[config.mk]
export PLATFORM = sky130hd
export DESIGN_NAME = cpu_run_ctrl_flat
export DESIGN_NICKNAME = d
export VERILOG_FILES = /design/src/rtl/cpu_run_ctrl_if.sv /design/src/rtl/cpu_run_ctrl.sv /design/src/flat_wrapper.sv
export SDC_FILE = /design/constraint.sdc
export NUM_CORES = 1
export LEC_CHECK = 0
export ABC_AREA = 0
export CORE_ASPECT_RATIO = 2
export CORE_MARGIN = 4
export CORE_UTILIZATION = 36
export DETAILED_ROUTE_END_ITERATION = 7
export PLACE_DENSITY = 0.77
export SLEW_MARGIN = 20
export SYNTH_ARGS = -nofsm -noshare
export SYNTH_HDL_FRONTEND = slang
export SYNTH_SLANG_ARGS = --single-unit
[constraint.sdc]
create_clock -name clk -period 2.6 [get_ports clk]
set_clock_uncertainty 0.2 [all_clocks]
set_input_delay 0.26 -clock clk [delete_from_list [all_inputs] [get_ports clk]]
set_output_delay 0.26 -clock clk [all_outputs]
set_load 0.01 [all_outputs]
[src/rtl/cpu_run_ctrl_if.sv]
// Register-dump stream from the run controller to a display/UART consumer.
// The producer holds idx/data stable while valid is high and ready is low.
interface cpu_run_ctrl_if;
   logic        valid;
   logic [4:0]  idx;
   logic [31:0] data;
   logic        ready;
   logic        done;

   modport master (output valid, output idx, output data, output done, input ready);
   modport slave  (input valid, input idx, input data, input done, output ready);
endinterface

[src/rtl/cpu_run_ctrl.sv]
// Board-side run/debug controller for the pipelined cpu: reset stretch, free-run,
// single-step, halt, PC breakpoint, and a 32-register dump over the debug bus.
module cpu_run_ctrl #(
   parameter int unsigned RST_HOLD  = 4,
   parameter bit          AUTO_RUN  = 1'b0,
   parameter logic [15:0] DUMP_BASE = 16'h1000
) (
   input  logic                  clk,
   input  logic                  rst,
   input  logic                  run_req_i,
   input  logic                  step_req_i,
   input  logic                  halt_req_i,
   input  logic                  dump_req_i,
   input  logic                  bp_en_i,
   input  logic [31:0]           bp_addr_i,
   input  logic [31:0]           pc_i,
   input  logic [15:0]           sel_addr_i,
   input  logic [31:0]           chk_data_i,
   output logic [15:0]           chk_addr_o,
   output logic                  cpu_ce_o,
   output logic                  cpu_rst_o,
   output logic [2:0]            state_o,
   output logic [31:0]           cycle_cnt_o,
   cpu_run_ctrl_if.master        dump_bus
);

   localparam int unsigned HOLD_W = (RST_HOLD > 1) ? $clog2(RST_HOLD) : 1;
   localparam logic [HOLD_W-1:0] HOLD_LAST = HOLD_W'(RST_HOLD - 1);

   typedef enum logic [2:0] {
      S_RHOLD = 3'd0,
      S_HALT  = 3'd1,
      S_RUN   = 3'd2,
      S_STEP  = 3'd3,
      S_DUMP  = 3'd4
   } state_e;

   state_e             state_q, state_d;
   logic [HOLD_W-1:0]  hold_q, hold_d;
   logic               bp_skip_q, bp_skip_d;
   logic [4:0]         idx_q, idx_d;
   logic               valid_q, valid_d;
   logic [4:0]         widx_q, widx_d;
   logic [31:0]        data_q, data_d;
   logic               done_q, done_d;
   logic [31:0]        cnt_q, cnt_d;
   logic               bp_hit;

   // bp_skip masks the match for the first RUN cycle so resuming at the breakpoint PC proceeds.
   assign bp_hit   = bp_en_i && (pc_i == bp_addr_i) && !bp_skip_q;
   assign cpu_ce_o = ((state_q == S_RUN) && !bp_hit) || (state_q == S_STEP);

   always_comb begin
      state_d = state_q;
      hold_d  = hold_q;
      idx_d   = idx_q;
      valid_d = valid_q;
      widx_d  = widx_q;
      data_d  = data_q;
      done_d  = 1'b0;
      unique case (state_q)
         S_RHOLD: begin
            if (hold_q == HOLD_LAST) begin
               state_d = AUTO_RUN ? S_RUN : S_HALT;
            end else begin
               hold_d = hold_q + 1'b1;
            end
         end
         S_HALT: begin
            if (halt_req_i) begin
               state_d = S_HALT;
            end else if (dump_req_i) begin
               state_d = S_DUMP;
               idx_d   = 5'd0;
               valid_d = 1'b0;
            end else if (step_req_i) begin
               state_d = S_STEP;
            end else if (run_req_i) begin
               state_d = S_RUN;
            end
         end
         S_RUN: begin
            if (halt_req_i || bp_hit) begin
               state_d = S_HALT;
            end
         end
         S_STEP: state_d = S_HALT;
         S_DUMP: begin
            // Alternate capture and accept cycles: the cycle with valid low lets chk_data settle.
            if (halt_req_i) begin
               state_d = S_HALT;
               valid_d = 1'b0;
            end else if (!valid_q) begin
               valid_d = 1'b1;
               widx_d  = idx_q;
               data_d  = chk_data_i;
            end else if (dump_bus.ready) begin
               valid_d = 1'b0;
               if (idx_q == 5'd31) begin
                  state_d = S_HALT;
                  done_d  = 1'b1;
               end else begin
                  idx_d = idx_q + 5'd1;
               end
            end
         end
         default: state_d = S_HALT;
      endcase
      bp_skip_d = (state_d == S_RUN) && (state_q != S_RUN);
      cnt_d     = cpu_ce_o ? cnt_q + 32'd1 : cnt_q;
   end

   always_ff @(posedge clk or posedge rst) begin
      if (rst) begin
         state_q   <= S_RHOLD;
         hold_q    <= '0;
         bp_skip_q <= 1'b0;
         idx_q     <= 5'd0;
         valid_q   <= 1'b0;
         widx_q    <= 5'd0;
         data_q    <= 32'd0;
         done_q    <= 1'b0;
         cnt_q     <= 32'd0;
      end else begin
         state_q   <= state_d;
         hold_q    <= hold_d;
         bp_skip_q <= bp_skip_d;
         idx_q     <= idx_d;
         valid_q   <= valid_d;
         widx_q    <= widx_d;
         data_q    <= data_d;
         done_q    <= done_d;
         cnt_q     <= cnt_d;
      end
   end

   assign cpu_rst_o      = (state_q == S_RHOLD);
   assign state_o        = state_q;
   assign cycle_cnt_o    = cnt_q;
   assign chk_addr_o     = (state_q == S_DUMP) ? (DUMP_BASE | {11'd0, idx_q}) : sel_addr_i;
   assign dump_bus.valid = valid_q;
   assign dump_bus.idx   = widx_q;
   assign dump_bus.data  = data_q;
   assign dump_bus.done  = done_q;

endmodule

[src/flat_wrapper.sv]
// flat-port wrapper written by rule: the top's interface ports become plain ports
module cpu_run_ctrl_flat 
#(
   parameter int unsigned RST_HOLD  = 4,
   parameter bit          AUTO_RUN  = 1'b0,
   parameter logic [15:0] DUMP_BASE = 16'h1000
)
  (clk, rst, run_req_i, step_req_i, halt_req_i, dump_req_i, bp_en_i, bp_addr_i, pc_i, sel_addr_i, chk_data_i, chk_addr_o, cpu_ce_o, cpu_rst_o, state_o, cycle_cnt_o, dump_bus_valid, dump_bus_idx, dump_bus_data, dump_bus_done, dump_bus_ready);
  cpu_run_ctrl_if dump_bus_i ();
  input  logic clk;
  input  logic rst;
  input  logic run_req_i;
  input  logic step_req_i;
  input  logic halt_req_i;
  input  logic dump_req_i;
  input  logic bp_en_i;
  input  logic [31:0] bp_addr_i;
  input  logic [31:0] pc_i;
  input  logic [15:0] sel_addr_i;
  input  logic [31:0] chk_data_i;
  output logic [15:0] chk_addr_o;
  output logic cpu_ce_o;
  output logic cpu_rst_o;
  output logic [2:0] state_o;
  output logic [31:0] cycle_cnt_o;
  output wire logic [$bits(dump_bus_i.valid)-1:0] dump_bus_valid;
  output wire logic [$bits(dump_bus_i.idx)-1:0] dump_bus_idx;
  output wire logic [$bits(dump_bus_i.data)-1:0] dump_bus_data;
  output wire logic [$bits(dump_bus_i.done)-1:0] dump_bus_done;
  input wire logic [$bits(dump_bus_i.ready)-1:0] dump_bus_ready;
  assign dump_bus_valid = dump_bus_i.valid;
  assign dump_bus_idx = dump_bus_i.idx;
  assign dump_bus_data = dump_bus_i.data;
  assign dump_bus_done = dump_bus_i.done;
  assign dump_bus_i.ready = dump_bus_ready;
  cpu_run_ctrl #(.RST_HOLD(RST_HOLD), .AUTO_RUN(AUTO_RUN), .DUMP_BASE(DUMP_BASE)) u_core (.clk(clk), .rst(rst), .run_req_i(run_req_i), .step_req_i(step_req_i), .halt_req_i(halt_req_i), .dump_req_i(dump_req_i), .bp_en_i(bp_en_i), .bp_addr_i(bp_addr_i), .pc_i(pc_i), .sel_addr_i(sel_addr_i), .chk_data_i(chk_data_i), .chk_addr_o(chk_addr_o), .cpu_ce_o(cpu_ce_o), .cpu_rst_o(cpu_rst_o), .state_o(state_o), .cycle_cnt_o(cycle_cnt_o), .dump_bus(dump_bus_i));
endmodule
Word level (Yosys, flattened, before mapping). Index checks and enable logic that the tools add are counted.

Bits in registers: 82. Logic and storage cells: 74.

Add/subtract/negate cells: 3. Eq/ne operators: 15. Muxes and demuxes: 30. Bitwise operators: 3. Reduce and logical (&&, ||, !) cells: 14.

Operators by type and width (count): 32-bit by 1-bit adder with 32-bit output (second input constant) (1); 32-bit equality test (1); 3-bit two-way mux (10); 5-bit two-way mux (6); 16-bit two-way mux (1); 3-bit case mux with 4 select lines (1); 1-bit two-way mux (10); 2-bit != test (second input constant) (5); 5-bit case mux with 2 select lines (1); 3-bit by 2-bit equality test with 1-bit output (second input constant) (3); 7-bit AND reduction (1); 3-bit AND reduction (2); 5-bit by 1-bit adder with 5-bit output (second input constant) (1); 5-bit equality test (second input constant) (1); 1-bit logical AND (4); 3-bit by 1-bit equality test with 1-bit output (second input constant) (1); 3-bit equality test (second input constant) (1); 3-bit logical NOT (1); 3-bit by 2-bit != test with 1-bit output (second input constant) (1); 1-bit NOT (3); 2-bit by 1-bit adder with 2-bit output (second input constant) (1); 2-bit equality test (second input constant) (1); 1-bit logical NOT (2); 1-bit logical OR (2); other kinds (4) (4).

Longest topological paths before layout. Gate-level depths: netlist of the first run.

Word-level depth: 8. Depth in mapped cells: 8. Mapped depth without buffers: 8.

Worst setup path after synthesis of the first run. OpenSTA, ideal clock, no wires.

Path type: flip-flop to flip-flop. From: reg u_core.bp_skip_q. To: reg u_core.cnt_q[1], in the netlist u_core.cycle_cnt_o[1]. Setup time: 0.125 ns. Arrival time: 2.033 ns. Path slack: 0.242 ns. Stages on the path, launching flop included: 8. Buffers on the path: 1. Period minus slack after synthesis: 2.358 ns. Cells stage by stage: dfrtp_1 > nand2b_1 > a2111oi_4 > nand4_1 > or4_4 > o21ba_4 > buf_6 > mux2_4.

Longest elaborated chain between the ends: 5.

Ends and longest elaborated chain: start, declared (line cpu_run_ctrl.sv:40) `logic bp_skip_q, bp_skip_d;`; start signal, assigned (line cpu_run_ctrl.sv:127) `bp_skip_q <= bp_skip_d;`; 1-bit logical NOT (line cpu_run_ctrl.sv:50) `assign bp_hit = bp_en_i && (pc_i == bp_addr_i) && !bp_skip_q;`; 1-bit logical AND (line cpu_run_ctrl.sv:50); 1-bit logical NOT (line cpu_run_ctrl.sv:51) `assign cpu_ce_o = ((state_q == S_RUN) && !bp_hit) || (state_q == S_STEP);`; 1-bit logical AND (line cpu_run_ctrl.sv:51); 1-bit logical OR (line cpu_run_ctrl.sv:51); end signal, assigned (line cpu_run_ctrl.sv:133) `cnt_q <= cnt_d;`; end, declared (line cpu_run_ctrl.sv:46) `logic [31:0] cnt_q, cnt_d;`.

No other way between the ends. A chain may end at the register's enable or synchronous reset.

Worst setup path in the final report of the first run.
From: in bp_addr_i[14]. To: out cpu_ce_o.

Longest elaborated chain between the ends: 6.

Ends and longest elaborated chain: start, declared (line flat_wrapper.sv:17) `input logic [31:0] bp_addr_i;`; 32-bit equality test (line cpu_run_ctrl.sv:50); 1-bit logical AND (2 in series) (line cpu_run_ctrl.sv:50); 1-bit logical NOT (line cpu_run_ctrl.sv:51); 1-bit logical AND (line cpu_run_ctrl.sv:51); 1-bit logical OR (line cpu_run_ctrl.sv:51); end, declared (line flat_wrapper.sv:22) `output logic cpu_ce_o;`.

No other way between the ends.

==> results.toml, run 1 <==
[yosys]
synth-async-reset-ratio_pct = 100
synth-seq-cells = 82
synth-simple-area-share_pct = 17.7
yosysWarnings = 0
synth_edf_count = 0
syn_inst = 362
synth_area_per_cell_um2 = 11.3
synth_fa_ha_area_share_pct = 1.22
synth_top_family_by_area = "simple AND/OR/NAND/NOR gates"
syn_nets = 486
synth_top_flop_cell = "dfrtp_1"
synth_compound_area_share_pct = 4.67
synth_mux_area_share_pct = 11.0
synth_xor_area_share_pct = 12.8
ys_seq_area_share_pct = 50.0
yosysUniqueCellTypes = 40
syn_area_um2 = 4100

[worst_setup_path]
critPathRequiredTime_ns = 2.14
crit_chain = "clkdlybuf4s50_1 > a221oi_2 > o2111ai_1 > or4_4 > o21ba_4 > buf_6"
worstPathArrival_ns = 2.09
worst-setup-path-type = "input port to primary output"
r2r_setup_slack_ns = 0.23
worstSetupEndpointType = "primary output"
slowest_delay_ns = 0.55
crit_slowest_cell = "or4_4"
worstPathMaxFanout = 2
ff2ff_path_depth = 8
start_kind = "input port"

[global_route]
overflow = 0
grt_antenna_before_repair = 1
first_global_vias = 3935
grt_use_total_pct = 19.8
grt_max_degree = 43
grt_pass1_wl_um = 21000

[timing]
fin_crit_sh_pct = 98.1
slew_viol_final = 0
max_slew_margin_pct = 50.5
worst_pin_slew_ns = 0.741
fmax_ghz = 0.392
setup_viol = 0
hold_violations = 0
rsz0062_at_grt = "no"
fin_ws_ns = 0.0506
period_needed_ns = 2.55

[layout]
final_common_cell = "clkdlybuf4s50_1"
fin_nets = 704
layout_common_cells = "166 x clkdlybuf4s50_1, 82 x dfrtp_1, 38 x mux2_2, 37 x dlygate4sd2_1, 32 x xnor2_1"
area_delta_synth_final_pct = 66.2
final_layout_size_suffix_gt1_share_pct = 15.2
instances_no_fill = 726

[clock_network]
worstSkewPairLatency_ns = 0.33
numCtsBuffers = 9
ctsHtreeMaxLevel = 3
post_cts_buffers = 0
hold_buffers = 0
cts_sinks = 82
cts_buffer_depth = 2
clk_pin_slew_worst_paths_ns = 0.06
cts_tree = "done"
clockRootBuffer = "clkbuf_16"

[pwr]
peakVddDrop_uv = 512
p_per_area_nw_per_um2 = 743
power_mw = 5.07
p_leak_nw = 3.02

[job]
drv_cap = 0

[floorplan]
chipHeight_um = 159
start_util_pct = 37.2
fp.dieW_um = 83.5
coreArea_um2 = 11000
rows = 54
io_pins = 212
die_area_um2 = 13300

[placed_design]
dp_hpwl_um = 10400
gp_congestion = 0.896
preCtsSetupSlack_ns = -0.603
placed_cells = 709
numPortBuffers = 211

[drt]
drc_errors = 0
vias_per_cell = 4.99
avgRoutedWirePerCell_um = 17.9
drt_pass1_iterations = 4
drt-initial-drc-count = 109
antenna_left = 0
wl_um = 13000
vias = 3626

[status]
outcome = "finished clean"

[min_path]
hold_class = "input port to async pin"
cell families (layout without fill, tap and decap cells):
logic type / after synthesis / after routing
muxes: 40 / 40
AOI/OAI and AO/OA: 25 / 25
DFF: 82 / 82
xor gates and xnor gates: 60 / 60
buffers and inverters: 24 / 247
adders and majority gates: 4 / 4
and+or+nand+nor: 127 / 127
other: 0 / 1
sequential cells by signal, summed over array words and instances, names as in the netlist:
register               flops
u_core.dump_bus.done       1
u_core.dump_bus.idx        5
u_core.dump_bus.valid      1
u_core.cycle_cnt_o        32
u_core.idx_q               5
u_core.dump_bus.data      32
u_core.state_o             3
u_core.hold_q              2
u_core.bp_skip_q           1
cells in the mapped netlist, types with 2 or more instances:
master    instances  area share (%)
nand2b_1          4            0.61
dfrtp_1          82              50
xor2_1           27             5.8
a21oi_1           6            0.73
nor3_1            6            0.73
o21bai_1          2            0.37
clkbuf_1         11             1.0
xnor2_1          33             7.0
inv_1             6            0.55
nor2_1            4            0.37
and2_1           18             2.7
nand4_1          17             2.6
nand3_1          14             1.7
nand2_1          25             2.3
o21ai_0           6            0.73
mux2_2           38              10
and4_1            4            0.85
a211oi_1          2            0.37
buf_2             5            0.61
ha_1              4             1.2
nor4_1            7             1.1
a31oi_1           2            0.31
nor3b_1           2            0.37
nor2b_1           4            0.61
and3_1           18             2.7
critical path: cells and delay by family:
kind	cells	cell delay, ns
AO/OA/AOI/OAI	3	0.68
buffers and inverters	2	0.60
AND/OR/NAND/NOR	1	0.55
metal layers:
layer	up-vias	routed length, µm	track usage [%]
li1	1705	-	-
met1	1721	4220	19.2
met2	173	7310	37.1
met3	27	910	6.27
met4	0	527	9.52
met5	-	0	0
through the flow:
step / hold WS [ns] / setup TNS (ns) / utilization [%] / cell area, µm²
after floorplan: 0.147 / 0 / - / 4100
after global placement: 0.264 / -14.99 / 58.4 / 6430
after detailed placement: 0.269 / -15.01 / 58.4 / 6430
after CTS: 0.164 / 0 / 61.5 / 6780
after global routing: 0.232 / 0 / 61.9 / 6820
final: 0.150 / 0 / 61.9 / 6820
report_power, final:
group	switching [mW]	internal, mW	leakage [nW]
clock	0.499	0.872	0.156
combinational	0.775	1.11	1.79
sequential	0.213	1.60	1.07
timing repair:
item | in CTS | in global routing
endpoints found under the setup margin | 37 | 25
resized for setup | 55 | 10
pin swaps | 24 | 11
cell type report:
cell class,count,area [µm²]
Clock inverter,5,85.1
Multi-Input combinational cell,256,2030
Antenna cell,1,2.50
Tap cell,140,175
Sequential cell,82,2050
Inverter,7,27.5
Clock buffer,11,243
Fill cell,917,4200
Timing Repair Buffer,224,2200
worst paths after layout:
kind | from | to
worst min-delay path | rst | u_core.dump_bus.data[14]
worst max register to register | u_core.bp_skip_q | u_core.cycle_cnt_o[12]
worst max-delay path | bp_addr_i[14] | cpu_ce_o
max in group asynchronous | rst | u_core.dump_bus.data[4]
min in group clk | u_core.cycle_cnt_o[31] | u_core.cycle_cnt_o[31]
worst min register to register | u_core.cycle_cnt_o[31] | u_core.cycle_cnt_o[31]
Note: power is estimated with default switching activity, not from simulation.
==> inputs of run 2 (changes only) <==
HOLD_SLACK_MARGIN = 0.12   (was unset)
==> results of run 2 <==
The final DEF is identical to that of run 1; final timing and power are the same.
==> inputs of run 3 (changes only) <==
GPL_TIMING_DRIVEN = 1   (was unset)
==> results of run 3 <==
The final DEF is identical to that of run 1; final timing and power are the same.
